==> src/rtl/fila_entrada_proc_pkg.sv <==
// Shared definitions for the local-node input buffer stage (fila_entrada_proc).
// Holds the default flit width, the processed-flag bit index, the pacing FSM
// encoding and a ceil-log2 helper for sizing pointers and counters.
package fila_entrada_proc_pkg;

  localparam int unsigned FLIT_W_DEF    = 14;
  localparam int unsigned PROC_FLAG_BIT = FLIT_W_DEF - 1;

  typedef enum logic {
    ST_IDLE = 1'b0,
    ST_GAP  = 1'b1
  } estado_t;

  // Ceiling log2; returns 0 for v <= 1.
  function automatic int unsigned clog2(input int unsigned v);
    int unsigned r;
    r = 0;
    for (int unsigned i = 0; i < 32; i++) begin
      if ((32'd1 << i) < v) r = i + 1;
    end
    return r;
  endfunction

endpackage

==> src/rtl/fila_entrada_proc_fifo_sincrona.sv <==
// Synchronous FIFO: DEPTH x W register array, wrapping pointers, occupancy count.
// Ports: clk, rst (sync, active-high), push/wdata (write, caller guarantees not full),
// pop (read, caller guarantees not empty), rdata_c (current head, combinational),
// full_c/empty_c (combinational compares on the registered count).
module fila_entrada_proc_fifo_sincrona
  import fila_entrada_proc_pkg::*;
#(
  parameter int unsigned W     = FLIT_W_DEF,
  parameter int unsigned DEPTH = 4
) (
  input  logic         clk,
  input  logic         rst,
  input  logic         push,
  input  logic [W-1:0] wdata,
  input  logic         pop,
  output logic [W-1:0] rdata_c,
  output logic         full_c,
  output logic         empty_c
);

  localparam int unsigned PTR_W = clog2(DEPTH);
  localparam int unsigned CNT_W = PTR_W + 1;

  logic [W-1:0]     mem [DEPTH];
  logic [PTR_W-1:0] wr_ptr;
  logic [PTR_W-1:0] rd_ptr;
  logic [CNT_W-1:0] count;

  // Storage is not reset; only pointers and count define validity.
  always_ff @(posedge clk) begin
    if (push) mem[wr_ptr] <= wdata;
  end

  // Pointers wrap naturally at the power-of-2 depth.
  always_ff @(posedge clk) begin
    if (rst) begin
      wr_ptr <= '0;
      rd_ptr <= '0;
      count  <= '0;
    end else begin
      if (push) wr_ptr <= wr_ptr + PTR_W'(1);
      if (pop)  rd_ptr <= rd_ptr + PTR_W'(1);
      case ({push, pop})
        2'b10:   count <= count + CNT_W'(1);
        2'b01:   count <= count - CNT_W'(1);
        default: count <= count;
      endcase
    end
  end

  assign rdata_c = mem[rd_ptr];
  assign full_c  = (count == CNT_W'(DEPTH));
  assign empty_c = (count == '0);

endmodule

==> src/rtl/fila_entrada_proc.sv <==
// Input-side buffer in front of the local flit processor. Buffers flits from the
// router local port and releases them as single-cycle wr_en_out/data_out pulses
// spaced by GAP idle cycles, returning one credit per released flit.
// Ports: clk, rst (sync, active-high), wr_en_in/data_in (upstream flit),
// full (FIFO at DEPTH), overflow (sticky: write while full), credit_out,
// wr_en_out/data_out (registered strobe and flit to the processor).
// Build option FILA_FILTRO_PROCESSADO_EN: flits with the processed flag set are
// dropped on arrival and credited at once; credit_out becomes {filter, release}.
module fila_entrada_proc
  import fila_entrada_proc_pkg::*;
#(
  parameter int unsigned FLIT_W = FLIT_W_DEF,
  parameter int unsigned DEPTH  = 4,
  parameter int unsigned GAP    = 1
) (
  input  logic              clk,
  input  logic              rst,
  input  logic              wr_en_in,
  input  logic [FLIT_W-1:0] data_in,
  output logic              full,
  output logic              overflow,
`ifdef FILA_FILTRO_PROCESSADO_EN
  output logic [1:0]        credit_out,
`else
  output logic              credit_out,
`endif
  output logic              wr_en_out,
  output logic [FLIT_W-1:0] data_out
);

  localparam int unsigned GAP_W = (GAP > 1) ? clog2(GAP) : 1;
  localparam logic [GAP_W-1:0] GAP_LOAD = GAP_W'((GAP > 0) ? GAP - 1 : 0);

  estado_t           state;
  logic [GAP_W-1:0]  gap_cnt;
  logic              push;
  logic              pop;
  logic              fifo_empty;
  logic [FLIT_W-1:0] head;

`ifdef FILA_FILTRO_PROCESSADO_EN
  localparam int unsigned FLAG_BIT = FLIT_W - FLIT_W_DEF + PROC_FLAG_BIT;
  logic filt;
  // Processed flits never occupy a slot, so they are neither stored nor overflow.
  assign filt = wr_en_in && data_in[FLAG_BIT];
  assign push = wr_en_in && !filt && !full;
`else
  assign push = wr_en_in && !full;
`endif

  // Release only from IDLE; pop reads the pre-edge head.
  assign pop = (state == ST_IDLE) && !fifo_empty;

  fila_entrada_proc_fifo_sincrona #(
    .W     (FLIT_W),
    .DEPTH (DEPTH)
  ) u_fifo (
    .clk     (clk),
    .rst     (rst),
    .push    (push),
    .wdata   (data_in),
    .pop     (pop),
    .rdata_c (head),
    .full_c  (full),
    .empty_c (fifo_empty)
  );

  // Pacing FSM, release/credit strobes and sticky overflow.
  always_ff @(posedge clk) begin
    if (rst) begin
      state      <= ST_IDLE;
      gap_cnt    <= '0;
      wr_en_out  <= 1'b0;
      data_out   <= '0;
      credit_out <= '0;
      overflow   <= 1'b0;
    end else begin
      wr_en_out <= pop;
`ifdef FILA_FILTRO_PROCESSADO_EN
      credit_out <= {filt, pop};
      if (wr_en_in && !filt && full) overflow <= 1'b1;
`else
      credit_out <= pop;
      if (wr_en_in && full) overflow <= 1'b1;
`endif
      case (state)
        ST_IDLE: begin
          if (pop) begin
            data_out <= head;
            if (GAP != 0) begin
              state   <= ST_GAP;
              gap_cnt <= GAP_LOAD;
            end
          end
        end
        ST_GAP: begin
          if (gap_cnt == '0) state <= ST_IDLE;
          else gap_cnt <= gap_cnt - GAP_W'(1);
        end
      endcase
    end
  end

endmodule
==> config.mk <==
export PLATFORM = sky130hd
export DESIGN_NAME = fila_entrada_proc
export DESIGN_NICKNAME = d
export VERILOG_FILES = /design/src/rtl/fila_entrada_proc_pkg.sv /design/src/rtl/fila_entrada_proc_fifo_sincrona.sv /design/src/rtl/fila_entrada_proc.sv
export SDC_FILE = /design/constraint.sdc
export NUM_CORES = 1
export LEC_CHECK = 0
export CORE_MARGIN = 5
export CORE_UTILIZATION = 45
export DETAILED_ROUTE_END_ITERATION = 10
export PLACE_DENSITY = 0.7
export SYNTH_ARGS = -nofsm -noshare
export SYNTH_HDL_FRONTEND = slang
export SYNTH_SLANG_ARGS = --single-unit
==> constraint.sdc <==
create_clock -name clk -period 3.21 [get_ports clk]
set_input_delay 0.963 -clock clk [delete_from_list [all_inputs] [get_ports clk]]
set_output_delay 0.963 -clock clk [all_outputs]
set_load 0.05 [all_outputs]
* Yosys cells after proc, flatten, opt, wreduce, memory -nomap -nowiden
Memory sizes are Yosys's and may differ from the RTL's. A register that Yosys moved wholly into a read port is not among the register bits.
Cells that the tools add are included.
** Word-level totals
- Register bits after elaboration :: 11
- Memory bits (writable) :: 56
- Bits of input ports :: 17
- Memories kept :: 1
** Memories
- u_fifo.mem :: depth 4, bits a word 14, read ports 1, clocked after Yosys merged registers in 1, write ports 1, RTL line fila_entrada_proc_fifo_sincrona.sv:24 : logic [W-1:0] mem [DEPTH];
** Operators by class
- Add/subtract/negate cells :: 5
- Eq/ne operators :: 4
- Mux-type cells :: 9
- Bitwise logic cells :: 1
- Reduce and logical (&&, ||, !) cells :: 8
** Operator list (count)
- 2-to-1 mux 1 bit :: 6
- one-hot mux 3 bit (2 select lines) :: 1
- adder 2 x 1 -> 2 bit, second input constant :: 2
- one-hot mux 1 bit (2 select lines) :: 2
- adder 3 x 1 -> 3 bit, second input constant :: 1
- equality test 3 bit, second input constant :: 1
- logical AND 1 bit :: 3
- logical NOT 3 bit :: 1
- subtractor 3 x 1 -> 3 bit, second input constant :: 1
- equality test 2 x 1 -> 1 bit, second input constant :: 1
- equality test 2 bit, second input constant :: 1
- logical NOT 1 bit :: 2
- != test 2 x 1 -> 1 bit, second input constant :: 1
- AND reduction 2 bit :: 1
- nonzero test 2 bit :: 1
- NOT 1 bit :: 1
- subtractor 1 bit, second input constant :: 1

* Logic depth before layout (Yosys ltp)
Gate-level depths: netlist of run 1.
- Depth after elaboration :: 5
- Mapped depth :: 11
- Depth with buffers taken out :: 10

* Cells and area by module
Synthesis of run 1 repeated with hierarchy kept, for this count alone.
** Second synthesis, totals
- Cells, all modules :: 194
- Area, all modules :: 3155.5 um^2
** Modules (own cells, without submodules)
- fila_entrada_proc_fifo_sincrona :: instances 1, cells each 120, area an instance 2482.4 um^2
- fila_entrada_proc :: instances 1, cells each 74, area an instance 673.1 um^2

* Worst setup path before layout of run 1
Ideal clock, no wire load.
- Path type :: reg2reg
- From :: register u_fifo.count[2]
- To :: register u_fifo.count[2]
- Library setup time :: 0.071 ns
- Data arrival time :: 2.343 ns
- Data required time :: 3.139 ns
- Path slack :: 0.796 ns
- Cell stages (with the launch flop) :: 12
- Path buffers :: 1
- Clock period less this slack :: 2.414 ns
- Path through :: dfxtp_1 > or3b_1 > clkbuf_1 > inv_2 > nor2_1 > inv_1 > ha_1 > inv_1 > fa_1 > xor2_1 > or3_1 > a21oi_1
** Between the ends
- Cells in the longest elaborated chain, start to end :: 5
** RTL lines
- start: declaration :: RTL line fila_entrada_proc_fifo_sincrona.sv:27 : logic [CNT_W-1:0] count;
- start signal: assignment :: RTL line fila_entrada_proc_fifo_sincrona.sv:44 : 2'b10: count <= count + CNT_W'(1);
- start signal: assignment :: RTL line fila_entrada_proc_fifo_sincrona.sv:45 : 2'b01: count <= count - CNT_W'(1);
- start signal: assignment :: RTL line fila_entrada_proc_fifo_sincrona.sv:46 : default: count <= count;
- equality test 3 bit * :: RTL line fila_entrada_proc_fifo_sincrona.sv:52 : assign full_c = (count == CNT_W'(DEPTH));
- named net full :: RTL line fila_entrada_proc.sv:20 : output logic full,
- logical NOT 1 bit * :: RTL line fila_entrada_proc.sv:48 : assign push = wr_en_in && !full;
- logical AND 1 bit * :: RTL line fila_entrada_proc.sv:48
- equality test 2 x 1 -> 1 bit or equality test 2 bit (tied branches) :: RTL line fila_entrada_proc_fifo_sincrona.sv:43 : case ({push, pop})
- one-hot mux 3 bit (2 select lines) or nonzero test 2 bit (tied branches)
Mark *: on every way through the listed nets, which the timed path passes. The rest lies on a longest branch.
A chain may end at the register's enable or synchronous reset.

* Worst setup path after layout of run 1
- From :: register u_fifo.count[2]
- To :: output full
** Between the ends
- Cells in the longest elaborated chain, start to end :: 1
** RTL lines (RTL line)
- equality test 3 bit :: fila_entrada_proc_fifo_sincrona.sv:52
- end: declaration :: fila_entrada_proc.sv:20
No other way between the ends.

==> flow_summary.html, run 1 <==
<table>
<tr><th>Metric</th><th>Value</th></tr>
<tr><th colspan="2">Status</th></tr>
<tr><td>Run status</td><td>complete, no violations</td></tr>
<tr><th colspan="2">Power and ir drop</th></tr>
<tr><td>Tot Pwr</td><td>3270 uW</td></tr>
<tr><td>Share of power burned in the clock network</td><td>0.227</td></tr>
<tr><td>Sequential Power Share</td><td>0.431</td></tr>
<tr><td>Static Leak</td><td>0.00126 uW</td></tr>
<tr><td>Switching share of power</td><td>0.345</td></tr>
<tr><td>Internal power</td><td>2150 uW</td></tr>
<tr><td>Power dissipated by switching net loads</td><td>1130 uW</td></tr>
<tr><td>Pwr/cell area</td><td>902 mW/mm2</td></tr>
<tr><td>Maximum vdd ir drop</td><td>0.386 mV</td></tr>
<tr><td>Fraction of power consumed by combinational cells</td><td>0.341</td></tr>
<tr><th colspan="2">Drt</th></tr>
<tr><td>First-pass iteration count of the detailed router</td><td>4</td></tr>
<tr><td>Highest metal layer used by the detailed router</td><td>met4</td></tr>
<tr><td>Drt total wl</td><td>4.83 mm</td></tr>
<tr><td>Number of DRC violations after detailed-routing iteration 0</td><td>57</td></tr>
<tr><td>Vias per cell</td><td>5.30</td></tr>
<tr><td>Total DRC errors in the routed layout</td><td>0</td></tr>
<tr><td>Met2 layer wire length in the routed design</td><td>2.48 mm</td></tr>
<tr><td>Routed length on met3</td><td>229 um</td></tr>
<tr><td>Post-Route M1 WL</td><td>2.03 mm</td></tr>
<tr><td>Wirelength per Cell</td><td>16.6 um</td></tr>
<tr><td>Vias after detailed routing</td><td>1542</td></tr>
<tr><td>Routed Antenna Nets</td><td>0</td></tr>
<tr><th colspan="2">Clock network</th></tr>
<tr><td>Clock Tree Buf Depth</td><td>2</td></tr>
<tr><td>TritonCTS Buffers</td><td>9</td></tr>
<tr><td>CTS tree</td><td>done</td></tr>
<tr><td>Insertion delay to the later sink of the worst-skew pair</td><td>0.34 ns</td></tr>
<tr><td>CTS resizes</td><td>0</td></tr>
<tr><td>Clk sinks</td><td>80</td></tr>
<tr><td>Post-CTS setup buffer count</td><td>0</td></tr>
<tr><td>Reg clk slew, reported paths</td><td>0.08 ns</td></tr>
<tr><td>Clock root buffer</td><td>sky130_fd_sc_hd__clkbuf_8</td></tr>
<tr><td>Post-CTS Hold Buffers</td><td>0</td></tr>
<tr><td>H-Tree Level Count</td><td>3</td></tr>
<tr><th colspan="2">Global routing</th></tr>
<tr><td>Largest net degree at the start of global routing</td><td>17</td></tr>
<tr><td>All-layer global routing usage</td><td>0.120</td></tr>
<tr><td>Number of global-route vias before repair</td><td>1479</td></tr>
<tr><td>Global-route wire length before repair</td><td>7.58 mm</td></tr>
<tr><td>Antenna violations before repair</td><td>0</td></tr>
<tr><td>GRT overflow</td><td>0</td></tr>
<tr><th colspan="2">Finish</th></tr>
<tr><td>Signed area change from the synthesized netlist to the final layout</td><td>20.5%</td></tr>
<tr><td>Ratio of cells with drive above 1 in the final layout</td><td>0.187</td></tr>
<tr><td>Most used cells in the layout excluding fill and tap cells</td><td>56 x sky130_fd_sc_hd__edfxtp_1, 33 x sky130_fd_sc_hd__clkdlybuf4s50_1, 24 x sky130_fd_sc_hd__dfxtp_1, 14 x sky130_fd_sc_hd__mux4_2, 14 x sky130_fd_sc_hd__a22o_1</td></tr>
<tr><td>Most common cell after layout, fill and taps aside</td><td>sky130_fd_sc_hd__edfxtp_1</td></tr>
<tr><td>Net total in the final layout</td><td>233</td></tr>
<tr><td>Register Area</td><td>0.00216 mm2</td></tr>
<tr><td>Filler Cells Inserted</td><td>509</td></tr>
<tr><td>Area of combinational cells with multiple inputs</td><td>741 um2</td></tr>
<tr><td>Antenna fix cells</td><td>0</td></tr>
<tr><th colspan="2">Critical path</th></tr>
<tr><td>Critical path startpoint category</td><td>register</td></tr>
<tr><td>R2r startpoint</td><td>u_fifo.count[2]</td></tr>
<tr><td>Critical R2R Capture</td><td>u_fifo.count[2]</td></tr>
<tr><td>Register-to-Register Setup Slack</td><td>0.84 ns</td></tr>
<tr><td>Setup CP Type</td><td>register to output pin</td></tr>
<tr><td>Arrival time reported for the critical path endpoint</td><td>1.77 ns</td></tr>
<tr><td>Category of the worst setup path capture point</td><td>output pin</td></tr>
<tr><td>Cells on worst reg2reg path</td><td>10</td></tr>
<tr><td>Critical path fanouts, max</td><td>7</td></tr>
<tr><td>Required time of the worst setup path</td><td>2.25 ns</td></tr>
<tr><th colspan="2">Timing</th></tr>
<tr><td>Final Hold Fails</td><td>0</td></tr>
<tr><td>Max-slew violation count</td><td>0</td></tr>
<tr><td>Final period utilization</td><td>0.850</td></tr>
<tr><td>Minimum clock period after layout</td><td>2.73 ns</td></tr>
<tr><td>Largest clock skew in the final design</td><td>0.00620 ns</td></tr>
<tr><td>Total negative setup slack</td><td>0 ns</td></tr>
<tr><td>Max frequency</td><td>366 MHz</td></tr>
<tr><td>Worst Tran Pin Value</td><td>0.752 ns</td></tr>
<tr><td>Worst slew slack as a fraction of its limit</td><td>0.498</td></tr>
<tr><td>Worst-case hold slack</td><td>0.478 ns</td></tr>
<tr><td>Final setup violation count</td><td>0</td></tr>
<tr><td>Setup repair after global routing missed its margin</td><td>no</td></tr>
<tr><td>Final setup margin</td><td>0.481 ns</td></tr>
<tr><th colspan="2">Die</th></tr>
<tr><td>FP Rows</td><td>29</td></tr>
<tr><td>Initial Util</td><td>0.469</td></tr>
<tr><td>Chip Height</td><td>91.8 um</td></tr>
<tr><td>Die ar.</td><td>0.00843 mm2</td></tr>
<tr><td>Io pins</td><td>35</td></tr>
<tr><td>Die width</td><td>91.8 um</td></tr>
<tr><td>Core Region</td><td>0.00642 mm2</td></tr>
<tr><th colspan="2">Job</th></tr>
<tr><td>Max cap viols</td><td>0</td></tr>
<tr><th colspan="2">Hold path</th></tr>
<tr><td>Path category of the worst min-delay check</td><td>register to register</td></tr>
<tr><td>Hold Path Stages</td><td>1</td></tr>
<tr><td>Worst min-delay path startpoint</td><td>data_out[9]</td></tr>
<tr><td>WHS Endpoint</td><td>data_out[9]</td></tr>
<tr><th colspan="2">Synth</th></tr>
<tr><td>Nets in the synthesized netlist</td><td>191</td></tr>
<tr><td>Number of instances in the synthesized netlist</td><td>168</td></tr>
<tr><td>Cell variety after synth</td><td>28</td></tr>
<tr><td>Mapped Area</td><td>0.00301 mm2</td></tr>
<tr><td>Mean cell area of the mapped netlist</td><td>17.9 um2</td></tr>
<tr><td>Sequential element share of the synthesized area</td><td>0.718</td></tr>
<tr><td>Count of warnings emitted by yosys</td><td>0</td></tr>
<tr><td>Flip-flop and latch count after synthesis</td><td>80</td></tr>
<tr><th colspan="2">Placement</th></tr>
<tr><td>HPWL reported at the end of detailed placement</td><td>3.13 mm</td></tr>
<tr><td>Global placement routability congestion</td><td>0.717</td></tr>
<tr><td>Port Buffer Count</td><td>34</td></tr>
<tr><td>Minimum setup slack after placement</td><td>0.212 ns</td></tr>
</table>
[sequential cells by signal, indices dropped and copies added (netlist names)]
name           flops
u_fifo.mem        56
overflow           1
wr_en_out          1
state              1
u_fifo.wr_ptr      2
data_out          14
u_fifo.count       3
u_fifo.rd_ptr      2
[cells in the mapped netlist (all sizes together)]
cell type	count	share of area
ha	5	0.021
edfxtp	56	0.56
a21oi	7	0.015
fa	1	0.0066
nor3	3	0.0083
or3	3	0.0079
inv	10	0.012
clkbuf	2	0.0025
nor2	7	0.0087
o21ai	4	0.0066
or3b	1	0.0029
dfxtp	24	0.16
nand3	2	0.0033
a311oi	1	0.0029
xor2	2	0.0058
a22o	14	0.041
mux4	14	0.10
and3	4	0.0083
a31o	1	0.0029
buf	7	0.022
[worst max path at each step]
stage | startpoint | to | slack, ns | cells after the start
final | u_fifo.count[2] | full | 0.48 | 3
after global routing | u_fifo.count[2] | full | 0.38 | 3
after CTS | u_fifo.count[2] | full | 0.08 | 3
after detailed placement | wr_en_in | u_fifo.count[2] | 0.21 | 10
after global placement | wr_en_in | u_fifo.count[2] | 0.28 | 10
after floorplan | u_fifo.count[2] | u_fifo.count[2] | 0.80 | 11
[power by group through the flow]
| stage | combinational, uW | clock (uW) | sequential (uW) |
|---|---|---|---|
| 2_1_floorplan | 564 | 0 | 1700 |
| 3_3_place_gp | 1120 | 0 | 1430 |
| 3_5_place_dp | 1130 | 0 | 1440 |
| 4_1_cts | 1130 | 756 | 1420 |
| 5_1_grt | 1190 | 803 | 1440 |
| 6_report | 1120 | 745 | 1410 |
[worst max-delay path: stages (launching register included)]
cell and delay [ns]:
sky130_fd_sc_hd__dfxtp_1 0.40, sky130_fd_sc_hd__or3b_1 0.47, sky130_fd_sc_hd__inv_2 0.13, sky130_fd_sc_hd__dlymetal6s2s_1 0.42
[through the flow]
stage,cells,area (um2),util
after floorplan,168,3010,-
after global placement,276,3420,0.533
after detailed placement,276,3420,0.533
after CTS,291,3630,0.565
after global routing,291,3630,0.565
final,291,3630,0.565
[area by class of cell]
class | instances | area share
Tap cell | 77 | 0.0265
Inverter | 10 | 0.0103
Sequential cell | 80 | 0.596
Clock inverter | 4 | 0.0148
Clock buffer | 11 | 0.0417
Timing Repair Buffer | 40 | 0.107
Multi-Input combinational cell | 69 | 0.204
[cells by family (layout without fill, tap and decap cells)]
kind of cell | count (synthesis) | in the layout | synth area share
multiplexers | 14 | 14 | 0.105
AO/OA/AOI/OAI | 27 | 27 | 0.0685
buffers and inverters | 19 | 65 | 0.0365
flip-flops | 80 | 80 | 0.718
adder cells (fa/ha/maj) | 6 | 6 | 0.0274
XOR/XNOR | 2 | 2 | 0.00582
AND/OR/NAND/NOR | 20 | 20 | 0.0395
[per-layer routing]
metal	track usage	vias up
met5	0	-
met4	0.0631	0
met3	0.0303	9
met2	0.195	34
met1	0.150	765
li1	-	734
(Power assumes the default switching activity.)
==> run 2: changes to the inputs <==
--- a/config.mk
+++ b/config.mk
@@ -5,9 +5,11 @@
 export SDC_FILE = /design/constraint.sdc
 export NUM_CORES = 1
 export LEC_CHECK = 0
+export CORE_ASPECT_RATIO = 0.7
 export CORE_MARGIN = 5
 export CORE_UTILIZATION = 45
 export DETAILED_ROUTE_END_ITERATION = 10
+export GPL_ROUTABILITY_DRIVEN = 0
 export PLACE_DENSITY = 0.7
 export SYNTH_ARGS = -nofsm -noshare
 export SYNTH_HDL_FRONTEND = slang
==> flow_summary.html, run 2 (synthesis gave the netlist of run 1 again) <==
<table>
<tr><th>Metric</th><th>Value</th></tr>
<tr><th colspan="2">Critical path</th></tr>
<tr><td>Arrival time reported for the critical path endpoint</td><td>1.76 ns</td></tr>
<tr><td>Buffers plus inverters on the worst setup path</td><td>2</td></tr>
<tr><td>Critical R2R Capture</td><td>u_fifo.count[2]</td></tr>
<tr><td>Setup CP Type</td><td>register to output pin</td></tr>
<tr><td>Category of the worst setup path capture point</td><td>output pin</td></tr>
<tr><td>Required time of the worst setup path</td><td>2.25 ns</td></tr>
<tr><td>Slowest cell on the critical path</td><td>sky130_fd_sc_hd__or3b_1</td></tr>
<tr><td>R2r startpoint</td><td>u_fifo.count[2]</td></tr>
<tr><td>Critical path fanouts, max</td><td>7</td></tr>
<tr><td>Stage delay of the slowest cell on the critical path</td><td>0.47 ns</td></tr>
<tr><td>Cells on worst reg2reg path</td><td>10</td></tr>
<tr><td>List of cells traversed by the critical path</td><td>or3b_1, inv_2, dlymetal6s2s_1</td></tr>
<tr><td>Delay-heaviest family, CP</td><td>buffers and inverters</td></tr>
<tr><td>Critical path startpoint category</td><td>register</td></tr>
<tr><td>Register-to-Register Setup Slack</td><td>0.85 ns</td></tr>
<tr><th colspan="2">Finish</th></tr>
<tr><td>Antenna fix cells</td><td>0</td></tr>
<tr><td>Most common cell after layout, fill and taps aside</td><td>sky130_fd_sc_hd__edfxtp_1</td></tr>
<tr><td>Ratio of cells with drive above 1 in the final layout</td><td>0.191</td></tr>
<tr><td>Most used cells in the layout excluding fill and tap cells</td><td>56 x sky130_fd_sc_hd__edfxtp_1, 33 x sky130_fd_sc_hd__clkdlybuf4s50_1, 24 x sky130_fd_sc_hd__dfxtp_1, 14 x sky130_fd_sc_hd__mux4_2, 14 x sky130_fd_sc_hd__a22o_1</td></tr>
<tr><td>Biggest regs</td><td>u_fifo.mem (56), data_out (14), u_fifo.count (3)</td></tr>
<tr><td>Max reg flops</td><td>56</td></tr>
<tr><td>Net total in the final layout</td><td>233</td></tr>
<tr><td>Top register by number of flip-flops</td><td>u_fifo.mem</td></tr>
<tr><td>Non-filler cells in the finished layout</td><td>309</td></tr>
<tr><td>Signed area change from the synthesized netlist to the final layout</td><td>21.8%</td></tr>
<tr><th colspan="2">Placement</th></tr>
<tr><td>Port Buffer Count</td><td>34</td></tr>
<tr><td>Placed Cells</td><td>293</td></tr>
<tr><td>HPWL reported at the end of detailed placement</td><td>3.19 mm</td></tr>
<tr><th colspan="2">Power and ir drop</th></tr>
<tr><td>Maximum vdd ir drop</td><td>0.425 mV</td></tr>
<tr><td>Static Leak</td><td>0.00127 uW</td></tr>
<tr><td>Pwr/cell area</td><td>909 mW/mm2</td></tr>
<tr><th colspan="2">Clock network</th></tr>
<tr><td>Clock Tree Buf Depth</td><td>2</td></tr>
<tr><td>Insertion delay to the later sink of the worst-skew pair</td><td>0.35 ns</td></tr>
<tr><td>TritonCTS Buffers</td><td>9</td></tr>
<tr><td>Clk sinks</td><td>80</td></tr>
<tr><td>Reg clk slew, reported paths</td><td>0.08 ns</td></tr>
<tr><td>H-Tree Level Count</td><td>3</td></tr>
<tr><td>Clock root buffer</td><td>sky130_fd_sc_hd__clkbuf_8</td></tr>
<tr><td>CTS tree</td><td>done</td></tr>
<tr><th colspan="2">Timing</th></tr>
<tr><td>Final Hold Fails</td><td>0</td></tr>
<tr><td>Worst Tran Pin Value</td><td>0.760 ns</td></tr>
<tr><td>Largest clock skew in the final design</td><td>0.00891 ns</td></tr>
<tr><td>Final setup violation count</td><td>0</td></tr>
<tr><td>Worst slew slack as a fraction of its limit</td><td>0.493</td></tr>
<tr><td>Total negative setup slack</td><td>0 ns</td></tr>
<tr><td>Max-slew violation count</td><td>0</td></tr>
<tr><td>Setup repair after global routing missed its margin</td><td>no</td></tr>
<tr><td>Final period utilization</td><td>0.849</td></tr>
<tr><td>Max frequency</td><td>367 MHz</td></tr>
<tr><td>Minimum clock period after layout</td><td>2.73 ns</td></tr>
<tr><th colspan="2">Die</th></tr>
<tr><td>Die width</td><td>108 um</td></tr>
<tr><td>Chip Height</td><td>78.5 um</td></tr>
<tr><td>Core Region</td><td>0.00663 mm2</td></tr>
<tr><td>Io pins</td><td>35</td></tr>
<tr><td>Die ar.</td><td>0.00846 mm2</td></tr>
<tr><td>FP Rows</td><td>25</td></tr>
<tr><td>Initial Util</td><td>0.454</td></tr>
<tr><th colspan="2">Global routing</th></tr>
<tr><td>Global-route wire length before repair</td><td>8.12 mm</td></tr>
<tr><td>Number of global-route vias before repair</td><td>1550</td></tr>
<tr><td>Largest net degree at the start of global routing</td><td>17</td></tr>
<tr><td>Antenna violations before repair</td><td>0</td></tr>
<tr><td>All-layer global routing usage</td><td>0.134</td></tr>
<tr><td>GRT overflow</td><td>0</td></tr>
<tr><th colspan="2">Drt</th></tr>
<tr><td>Routed Antenna Nets</td><td>0</td></tr>
<tr><td>Wirelength per Cell</td><td>16.3 um</td></tr>
<tr><td>Vias per cell</td><td>5.07</td></tr>
<tr><td>First-pass iteration count of the detailed router</td><td>4</td></tr>
<tr><td>Vias after detailed routing</td><td>1567</td></tr>
<tr><td>Drt total wl</td><td>5.04 mm</td></tr>
<tr><td>Total DRC errors in the routed layout</td><td>0</td></tr>
<tr><td>Number of DRC violations after detailed-routing iteration 0</td><td>55</td></tr>
<tr><th colspan="2">Job</th></tr>
<tr><td>Max cap viols</td><td>0</td></tr>
<tr><th colspan="2">Hold path</th></tr>
<tr><td>Hold Path Stages</td><td>1</td></tr>
<tr><td>Path category of the worst min-delay check</td><td>register to register</td></tr>
<tr><td>WHS Endpoint</td><td>data_out[3]</td></tr>
<tr><td>Worst min-delay path startpoint</td><td>data_out[3]</td></tr>
<tr><th colspan="2">Status</th></tr>
<tr><td>Run status</td><td>complete, no violations</td></tr>
</table>
[run 2: changes by cell type in the layout (fill, tap and decap cells not counted), sizes merged]
| cell | delta |
|---|---|
| inv | +1 |
| clkinvlp | +1 |
| clkinv | -1 |
[run 2: worst register-to-register path: stages (launching register included)]
cell,delay [ns]
sky130_fd_sc_hd__dfxtp_1,0.39
sky130_fd_sc_hd__or3b_1,0.47
sky130_fd_sc_hd__inv_2,0.13
sky130_fd_sc_hd__nor2_1,0.04
sky130_fd_sc_hd__inv_1,0.05
sky130_fd_sc_hd__ha_1,0.17
sky130_fd_sc_hd__inv_1,0.06
sky130_fd_sc_hd__fa_1,0.37
sky130_fd_sc_hd__xor2_1,0.15
sky130_fd_sc_hd__or3_1,0.30
sky130_fd_sc_hd__a21oi_1,0.14
[run 2: power breakdown]
part	total [uW]	switching [uW]	leakage (uW)	internal, uW
Clock	792	362	0.000103	430
Combinational	1120	658	0.000455	458
Sequential	1430	139	0.000711	1290
[run 2: what timing repair did]
action | 4_1_cts | 5_1_grt
gates resized for setup | 0 | 1
hold buffers | 0 | 0
endpoints found under the setup margin | 0 | 1
setup buffers | 0 | 0
[run 2: worst max path at each step]
stage	from	end	slack, ns	depth (start not counted)
after floorplan	u_fifo.count[2]	u_fifo.count[2]	0.80	11
after global placement	wr_en_in	u_fifo.count[2]	0.29	10
after detailed placement	wr_en_in	u_fifo.count[2]	0.20	10
after CTS	u_fifo.count[2]	full	0.08	3
after global routing	u_fifo.count[2]	full	0.38	3
final	u_fifo.count[2]	full	0.48	3
[run 2: per-stage QoR]
stage / hold slack (ns) / setup slack (ns) / power, uW / utilization / area, um2
detailed placement: 0.467 / 0.197 / 2580 / 0.519 / 3440
global placement: 0.462 / 0.286 / 2560 / 0.519 / 3440
global route: 0.499 / 0.379 / 3520 / 0.553 / 3670
CTS: 0.487 / 0.0798 / 3370 / 0.553 / 3670
floorplan: 0.488 / 0.796 / 2260 / - / 3010
finish: 0.479 / 0.484 / 3340 / 0.553 / 3670
[run 2: area by class of cell]
class | count | area (um2)
Clock buffer | 11 | 163
Clock inverter | 5 | 61.3
Fill cell | 551 | 2960
Inverter | 10 | 37.5
Multi-Input combinational cell | 69 | 741
Sequential cell | 80 | 2160
Tap cell | 94 | 118
Timing Repair Buffer | 40 | 388
[run 2: metal layers]
metal  up-vias  global-route usage  part of all wire
met4         0              0.0454             0.013
li1        735                   -                 -
met2        44               0.194              0.45
met3        11              0.0649             0.065
met1       777               0.177              0.47
met5         -                   0                 0
